## src/rtl/esc_spi_engine.sv

```systemverilog
// Hardware SPI master that runs complete EtherCAT ESC register read/write
// transactions (header, wait state, data) from a single-word request.
module esc_spi_engine #(
    parameter int CLK_DIV  = 4,
    parameter int CS_SETUP = 2,
    parameter int CS_HOLD  = 2
) (
    input  logic        clk,
    input  logic        reset,
    input  logic        req_valid,
    output logic        req_ready,
    input  logic        req_write,
    input  logic [12:0] req_addr,
    input  logic [1:0]  req_len,
    input  logic [31:0] req_wdata,
    output logic        rsp_valid,
    output logic [31:0] rsp_rdata,
    output logic        busy,
    input  logic        esc_eepdone,
    output logic        esc_ready,
    output logic        spi_sclk,
    output logic        spi_cs_n,
    output logic        spi_mosi,
    input  logic        spi_miso
);

    typedef enum logic [2:0] {
        IDLE  = 3'd0,
        SETUP = 3'd1,
        SHIFT = 3'd2,
        HOLD  = 3'd3,
        GAP   = 3'd4
    } state_t;

    state_t      state_r;
    logic        eep_meta_r;
    logic [54:0] tx_r;
    logic [31:0] rx_r;
    logic [5:0]  bit_idx_r;
    logic [5:0]  last_bit_r;
    logic        rd_r;
    logic [15:0] cnt_r;
    logic [55:0] frame_s;
    logic [2:0]  nbytes_m1_s;
    logic [4:0]  data_bit_s;
    logic [4:0]  rx_pos_s;

    // Whole MOSI frame, MSB-first and left-aligned; unused trailing bits are zero.
    function automatic logic [55:0] build_frame(
        input logic        wr,
        input logic [12:0] addr,
        input logic [1:0]  len,
        input logic [31:0] wdata
    );
        logic [55:0] f;
        f = 56'h0;
        f[55:48] = addr[12:5];
        f[47:40] = {addr[4:0], (wr ? 3'b100 : 3'b011)};
        for (int i = 0; i < 4; i++) begin
            if (wr) begin
                if (i <= int'(len)) f[39-8*i -: 8] = wdata[8*i +: 8];
                else                f[39-8*i -: 8] = 8'h00;
            end else begin
                if (i == int'(len)) f[31-8*i -: 8] = 8'hFF;
                else                f[31-8*i -: 8] = 8'h00;
            end
        end
        if (!wr) f[39:32] = 8'hFF;
        return f;
    endfunction

    // Request decode: outgoing frame for the word presented on the request port.
    always_comb begin
        frame_s = build_frame(req_write, req_addr, req_len, req_wdata);
    end

    assign nbytes_m1_s = 3'd2 + {2'b00, ~req_write} + {1'b0, req_len};
    // Read data starts after 24 header/wait bits; the byte index and MSB-first bit slot fall out of the low bits.
    assign data_bit_s  = bit_idx_r[4:0] - 5'd24;
    assign rx_pos_s    = {data_bit_s[4:3], ~data_bit_s[2:0]};

    assign req_ready = esc_ready & (state_r == IDLE);

    // Two-flop synchronizer for the asynchronous EEPROM-done input.
    always_ff @(posedge clk) begin
        if (reset) begin
            eep_meta_r <= 1'b0;
            esc_ready  <= 1'b0;
        end else begin
            eep_meta_r <= esc_eepdone;
            esc_ready  <= eep_meta_r;
        end
    end

    // Transaction sequencer: chip-select framing, SCLK generation, shift in/out, response.
    always_ff @(posedge clk) begin
        if (reset) begin
            state_r    <= IDLE;
            tx_r       <= 55'h0;
            rx_r       <= 32'h0;
            bit_idx_r  <= 6'd0;
            last_bit_r <= 6'd0;
            rd_r       <= 1'b0;
            cnt_r      <= 16'd0;
            spi_cs_n   <= 1'b1;
            spi_sclk   <= 1'b1;
            spi_mosi   <= 1'b0;
            rsp_valid  <= 1'b0;
            rsp_rdata  <= 32'h0;
            busy       <= 1'b0;
        end else begin
            rsp_valid <= 1'b0;
            case (state_r)
                IDLE: begin
                    if (req_valid && req_ready) begin
                        tx_r       <= frame_s[54:0];
                        spi_mosi   <= frame_s[55];
                        rd_r       <= ~req_write;
                        last_bit_r <= {nbytes_m1_s, 3'b111};
                        rx_r       <= 32'h0;
                        bit_idx_r  <= 6'd0;
                        spi_cs_n   <= 1'b0;
                        busy       <= 1'b1;
                        cnt_r      <= 16'(CS_SETUP - 1);
                        state_r    <= SETUP;
                    end else begin
                        state_r <= IDLE;
                    end
                end
                SETUP: begin
                    if (cnt_r == 16'd0) begin
                        spi_sclk <= 1'b0;
                        cnt_r    <= 16'(CLK_DIV - 1);
                        state_r  <= SHIFT;
                    end else begin
                        cnt_r <= cnt_r - 16'd1;
                    end
                end
                SHIFT: begin
                    if (cnt_r != 16'd0) begin
                        cnt_r <= cnt_r - 16'd1;
                    end else if (!spi_sclk) begin
                        spi_sclk <= 1'b1;
                        cnt_r    <= 16'(CLK_DIV - 1);
                        if (rd_r && (bit_idx_r >= 6'd24)) begin
                            rx_r[rx_pos_s] <= spi_miso;
                        end
                    end else if (bit_idx_r == last_bit_r) begin
                        cnt_r   <= 16'(CS_HOLD - 1);
                        state_r <= HOLD;
                    end else begin
                        spi_sclk  <= 1'b0;
                        spi_mosi  <= tx_r[54];
                        tx_r      <= {tx_r[53:0], 1'b0};
                        bit_idx_r <= bit_idx_r + 6'd1;
                        cnt_r     <= 16'(CLK_DIV - 1);
                    end
                end
                HOLD: begin
                    if (cnt_r == 16'd0) begin
                        spi_cs_n  <= 1'b1;
                        rsp_valid <= 1'b1;
                        rsp_rdata <= rd_r ? rx_r : 32'h0;
                        cnt_r     <= 16'(2 * CLK_DIV - 1);
                        state_r   <= GAP;
                    end else begin
                        cnt_r <= cnt_r - 16'd1;
                    end
                end
                GAP: begin
                    if (cnt_r == 16'd0) begin
                        busy     <= 1'b0;
                        spi_mosi <= 1'b0;
                        state_r  <= IDLE;
                    end else begin
                        cnt_r <= cnt_r - 16'd1;
                    end
                end
                default: begin
                    state_r  <= IDLE;
                    spi_cs_n <= 1'b1;
                    spi_sclk <= 1'b1;
                    busy     <= 1'b0;
                end
            endcase
        end
    end

endmodule

```

## config.mk

```make
export PLATFORM = sky130hd
export DESIGN_NAME = esc_spi_engine
export DESIGN_NICKNAME = d
export VERILOG_FILES = /design/src/rtl/esc_spi_engine.sv
export SDC_FILE = /design/constraint.sdc
export NUM_CORES = 1
export LEC_CHECK = 0
export BUFFER_PORTS_ARGS = -buffer_cell sky130_fd_sc_hd__buf_2
export CAP_MARGIN = 20
export CORE_ASPECT_RATIO = 1.1
export CORE_MARGIN = 2
export CORE_UTILIZATION = 55
export DETAILED_ROUTE_END_ITERATION = 8
export HOLD_SLACK_MARGIN = 0.03
export PLACE_DENSITY = 0.85
export SYNTH_ARGS = -nofsm -noshare
export SYNTH_HDL_FRONTEND = slang
export SYNTH_SLANG_ARGS = --single-unit
```

## constraint.sdc

```tcl
create_clock -name clk -period 3.3 [get_ports clk]
set_input_delay 0.66 -clock clk [delete_from_list [all_inputs] [get_ports clk]]
set_output_delay 0.66 -clock clk [all_outputs]
set_load 0.05 [all_outputs]
```

Yosys cells after proc, flatten, opt, wreduce, memory -nomap -nowiden
Cells that the tools add are included.
Word-level totals
  flip-flop bits (word level): 158
Operators by class
  add/sub/neg operators: 5
  $lt $le $gt $ge: 6
  eq/ne operators: 19
  muxes and demuxes: 64
  bitwise gates (word level): 7
  reduce and logical (&&, ||, !) cells: 24
Operators by type and width (number)
  2-to-1 mux 55 bit: 4
  2-to-1 mux 32 bit: 5
  case mux 55 bit (2 select lines): 1
  2-to-1 mux 8 bit: 12
  2-to-1 mux 16 bit: 5
  case mux 16 bit (5 select lines): 1
  case mux 32 bit (2 select lines): 1
  bitwise mux 32 bit: 1
  2-to-1 mux 6 bit: 4
  2-to-1 mux 3 bit: 7
  inequality test 2 bit (second input constant): 10
  logical NOT 16 bit: 1
  nonzero test 16 bit: 1
  subtractor 16 x 1 -> 16 bit (second input constant): 1
  case mux 3 bit (5 select lines): 1
  2-to-1 mux 1 bit: 14
  case mux 1 bit (3 select lines): 4
  case mux 6 bit (2 select lines): 1
  AND reduction 3 bit: 4
  AND reduction 6 bit: 2
  AND reduction 5 bit: 2
  OR reduction 3 bit: 3
  adder 6 x 1 -> 6 bit (second input constant): 1
  == test 3 x 2 -> 1 bit (second input constant): 2
  other kinds (27): 37

Logic depth before layout (Yosys ltp)
  depth in word-level cells: 11
  gate-level depth with buffers: 10
  mapped depth without buffers: 7

Worst setup path before layout
Ideal clock, no wire load.
  path type: register -> register
  start: register cnt_r[0]
  end: register rsp_rdata[0]
  data arrival time: 2.274 ns
  data required time: 3.183 ns
  setup slack: 0.910 ns
  stages on the path, launching flop included: 11
  path buffers: 3
  period minus slack after synthesis: 2.390 ns
  cells stage by stage: dfxtp_1 -> inv_1 -> ha_1 -> buf_2 -> nor4b_1 -> nand4_2 -> or3_1 -> nor2b_1 -> clkbuf_1 -> clkbuf_1 -> a22o_1
On the way
  longest elaborated chain between the ends: 2
RTL lines
  from (decl): RTL line 42  | logic [15:0] cnt_r;
  from (signal assigned): RTL line 124  | cnt_r <= 16'(CS_SETUP - 1);
  from (signal assigned): RTL line 133  | cnt_r <= 16'(CLK_DIV - 1);
  from (signal assigned): RTL line 136  | cnt_r <= cnt_r - 16'd1;
  logical NOT 16 bit: RTL line 160  | if (cnt_r == 16'd0) begin
  AND reduction 2 bit (no line)
  to (signal assigned): RTL line 163  | rsp_rdata <= rd_r ? rx_r : 32'h0;
  to (decl): RTL line 17  | output logic [31:0] rsp_rdata,
Every way passes these cells.
A chain may end at the register's enable or synchronous reset.

Worst setup path in the final report
  start: register cnt_r[0]
  end: register rx_r[21]
On the way
  longest elaborated chain between the ends: 3
RTL lines
  nonzero test 16 bit: RTL line 140  | if (cnt_r != 16'd0) begin
  inequality test 2 bit (no line)
  AND reduction 5 bit (no line)
  to (signal, indexed assignment): RTL line 146  | rx_r[rx_pos_s] <= spi_miso;
  to (decl): RTL line 38  | logic [31:0] rx_r;
Every way passes these cells.

==> results.sh <==
export IMPL_path_class="reg2reg"
export IMPL_power_uw=5610
export IMPL_yosysSeqAreaShare_pct=42.9
export IMPL_critPathCaptureType="flip-flop"
export IMPL_grt_max_degree=63
export IMPL_viasPerCell=6.33
export IMPL_gr_usage_all_layers_pct=25.4
export IMPL_leakage_uw=0.00314
export IMPL_hold_viol_final=0
export IMPL_firstDrtPassIters=5
export IMPL_clock_path_buffers=2
export IMPL_r2r_cells=9
export IMPL_crit_cells=9
export IMPL_utilization_pct=64.6
export IMPL_synth_warnings=0
export IMPL_via_count=6731
export IMPL_power_density_mw_per_mm2=665
export IMPL_post_route_drc_count=0
export IMPL_cpPeakStageDelay_ns=0.42
export IMPL_combPwrFrac_pct=26.4
export IMPL_cts_setup_buffers=0
export IMPL_path_buf_inv=3
export IMPL_path_cells="inv_1 > ha_1 > nor4b_1 > nand4_2 > buf_4 > o21ai_4 > buf_12 > a31oi_1 > a211oi_1"
export IMPL_grt_overflow_total=0
export IMPL_wl_um=17600
export IMPL_num_fill_cells=1103
export IMPL_synth_async_reset_ratio_pct=0
export IMPL_setup_tns_final_ns=0
export IMPL_min_path_type="in2reg"
export IMPL_synth_top_cell_area_share_pct=42.9
export IMPL_rows=44
export IMPL_worstHoldPathCells=2
export IMPL_worst_slack_ns=0.337
export IMPL_antennaDiodeCount=0
export IMPL_synth_edf_count=0
export IMPL_cp_data_arrival_time_ns=3.28
export IMPL_gp_congestion=0.876
export IMPL_routedWlPerCell_um=16.5
export IMPL_syn_to_final_growth_pct=15.7
export IMPL_fin_worst_skew_ns=0.0116
export IMPL_synth_area_leaders="dfxtp_1, a211oi_1, o21ai_0"
export IMPL_final_cell_mix="dfxtp_1, buf_2, a211oi_1"
export IMPL_htreeDepth=4
export IMPL_synth_main_ff_cell="dfxtp_1"
export IMPL_synth_largest_area_cell="dfxtp_1"
export IMPL_antenna_found_initial=0
export IMPL_clkLatencyLatePin_ns=0.44
export IMPL_multi_input_area_mm2=0.00380
export IMPL_die_area_mm2=0.0142
export IMPL_grt_pass1_wl_um=29800
export IMPL_avgSynthCellArea_um2=8.61
export IMPL_relSlewSlack_pct=38.6
export IMPL_vdd_ir_drop_max_uv=334
export IMPL_seqCellArea_mm2=0.00312
export IMPL_postCtsResizedCells=0
export IMPL_finalCriticalPeriod_ns=2.96
export IMPL_grtUsageMet3_pct=5.79
export IMPL_grt_util_met2_pct=38.7
export IMPL_dp_hpwl_um=10900
export IMPL_drv_cap=0
export IMPL_cts_reportedPaths_clkPinSlew_ns=0.07
export IMPL_cts_sinks=156
export IMPL_switchingPower_uw=1930
export IMPL_port_buffers=91
export IMPL_p_seq_share_pct=38.0
export IMPL_root_buffer="clkbuf_16"
export IMPL_core_mm2=0.0130
export IMPL_cts_hold_buf=0
export IMPL_synth_fp_nets=906
export IMPL_die_y_um=125
export IMPL_ys_types=57
export IMPL_max_freq_ghz=0.337
export IMPL_layout_commonest_cell="dfxtp_1"
export IMPL_min_period_over_period_pct=89.8
export IMPL_synth_area_mm2=0.00728
export IMPL_grt_busiest_layer="met2"
export IMPL_drive_gt1_share_pct=17.0
export IMPL_cts_made_buffers=17
export IMPL_initial_utilization_pct=55.8
export IMPL_antenna_left=0
export IMPL_die_w_um=114
export IMPL_internal_power_uw=3680
export IMPL_clkPwrFrac_pct=35.7
export IMPL_crit_fanout=47
export IMPL_finalNetCount=949
export IMPL_worstPathRequired_ns=3.62
export IMPL_grt_use_met1_pct=35.1
export IMPL_setup_violations=0
export IMPL_io_pins=92
export IMPL_worst_slew_pin_slew_ns=0.919
export IMPL_ys_ff_latch=156
export IMPL_crit_slowest_cell="o21ai_4"
export IMPL_status="complete, no violations"
export IMPL_p_sw_share_pct=34.4
export IMPL_grt_setup_unrepaired="false"
export IMPL_drt_initial_drc_count=434
export IMPL_start_kind="flip-flop"
export IMPL_drv_slew=0
export IMPL_grt_pass1_vias=6114
export IMPL_crit_family="compound AO/OA/AOI/OAI gates"
export IMPL_cts_tree="done"
export IMPL_preCtsSetupSlack_ns=0.502
export IMPL_syn_inst=846
-- power by group through the flow --
| stage | clock (uW) | combinational [uW] | sequential (uW) |
|---|---|---|---|
| 2_1_floorplan | 0 | 1100 | 2150 |
| 5_1_grt | 2100 | 1630 | 2150 |
| 3_5_place_dp | 0 | 1450 | 2170 |
| 6_report | 2000 | 1480 | 2130 |
| 3_3_place_gp | 0 | 1420 | 2160 |
| 4_1_cts | 2020 | 1460 | 2130 |
-- synthesized netlist by cell type (6+ instances only) --
library cell / instances
or3_1: 25
nor3_1: 54
nor2_1: 41
dfxtp_1: 156
nand2b_1: 21
inv_1: 18
buf_2: 15
ha_1: 7
mux2i_1: 12
a311oi_1: 8
a21oi_1: 53
a31oi_1: 34
nor2b_1: 6
a211oi_1: 87
o21ai_0: 75
nand4_1: 7
clkbuf_1: 66
a22o_1: 33
nand3_1: 11
o31ai_1: 16
or4_1: 8
nand2_1: 25
-- per-stage QoR --
step	std cells	hold WS, ns	area (um^2)
after floorplan	846	0.414	7280
final	1063	0.441	8430
after CTS	1063	0.432	8430
after detailed placement	1031	0.437	7830
after global placement	1030	0.415	7810
after global routing	1063	0.438	8430
-- routing by layer --
| metal | share of wire [%] | routed length, um | vias to the layer above |
|---|---|---|---|
| li1 | - | - | 3305 |
| met1 | 46 | 8020 | 3135 |
| met2 | 46 | 8100 | 262 |
| met3 | 6.5 | 1140 | 29 |
| met4 | 1.8 | 316 | 0 |
| met5 | 0 | 0 | - |
-- state kept, by name, summed over array words and instances (netlist names), 3 cells and up --
signal      count
cnt_r          16
rx_r           32
last_bit_r      4
tx_r           55
bit_idx_r       6
rsp_rdata      32
state_r         3
-- cells by family (layout without fill, tap and decap cells) --
| kind of cell | count (synthesis) | after routing | synth area share (%) |
|---|---|---|---|
| AO/OA/AOI/OAI | 336 | 336 | 30.8 |
| AND/OR/NAND/NOR | 229 | 229 | 17.4 |
| flip-flops | 156 | 156 | 42.9 |
| buffers and inverters | 101 | 157 | 5.46 |
| multiplexers | 12 | 12 | 1.65 |
| adder cells (fa/ha/maj) | 7 | 7 | 1.20 |
| XOR/XNOR | 5 | 5 | 0.601 |
-- final timing paths --
check | start | to | slack [ns]
max | cnt_r[0] | rx_r[21] | 0.34
min | esc_eepdone | eep_meta_r | 0.44
max reg2reg | cnt_r[0] | rx_r[21] | 0.34
min reg2reg | eep_meta_r | esc_ready | 0.44
-- worst register-to-register path, cell delays in order (launching register included) --
cell and delay (ns):
dfxtp_1 0.30, inv_1 0.12, ha_1 0.34, nor4b_1 0.40, nand4_2 0.25, buf_4 0.26, o21ai_4 0.42, buf_12 0.28
a31oi_1 0.13, a211oi_1 0.34
-- layout make-up --
type	instances	area share [%]
repair buffers	106	7.45
clock buffers	18	5.09
multi-input cells	589	45.1
well taps	161	2.39
flip-flops and latches	156	37.1
clock inverters	14	2.03
inverters	19	0.846
Power figures use the tool's default switching activity.
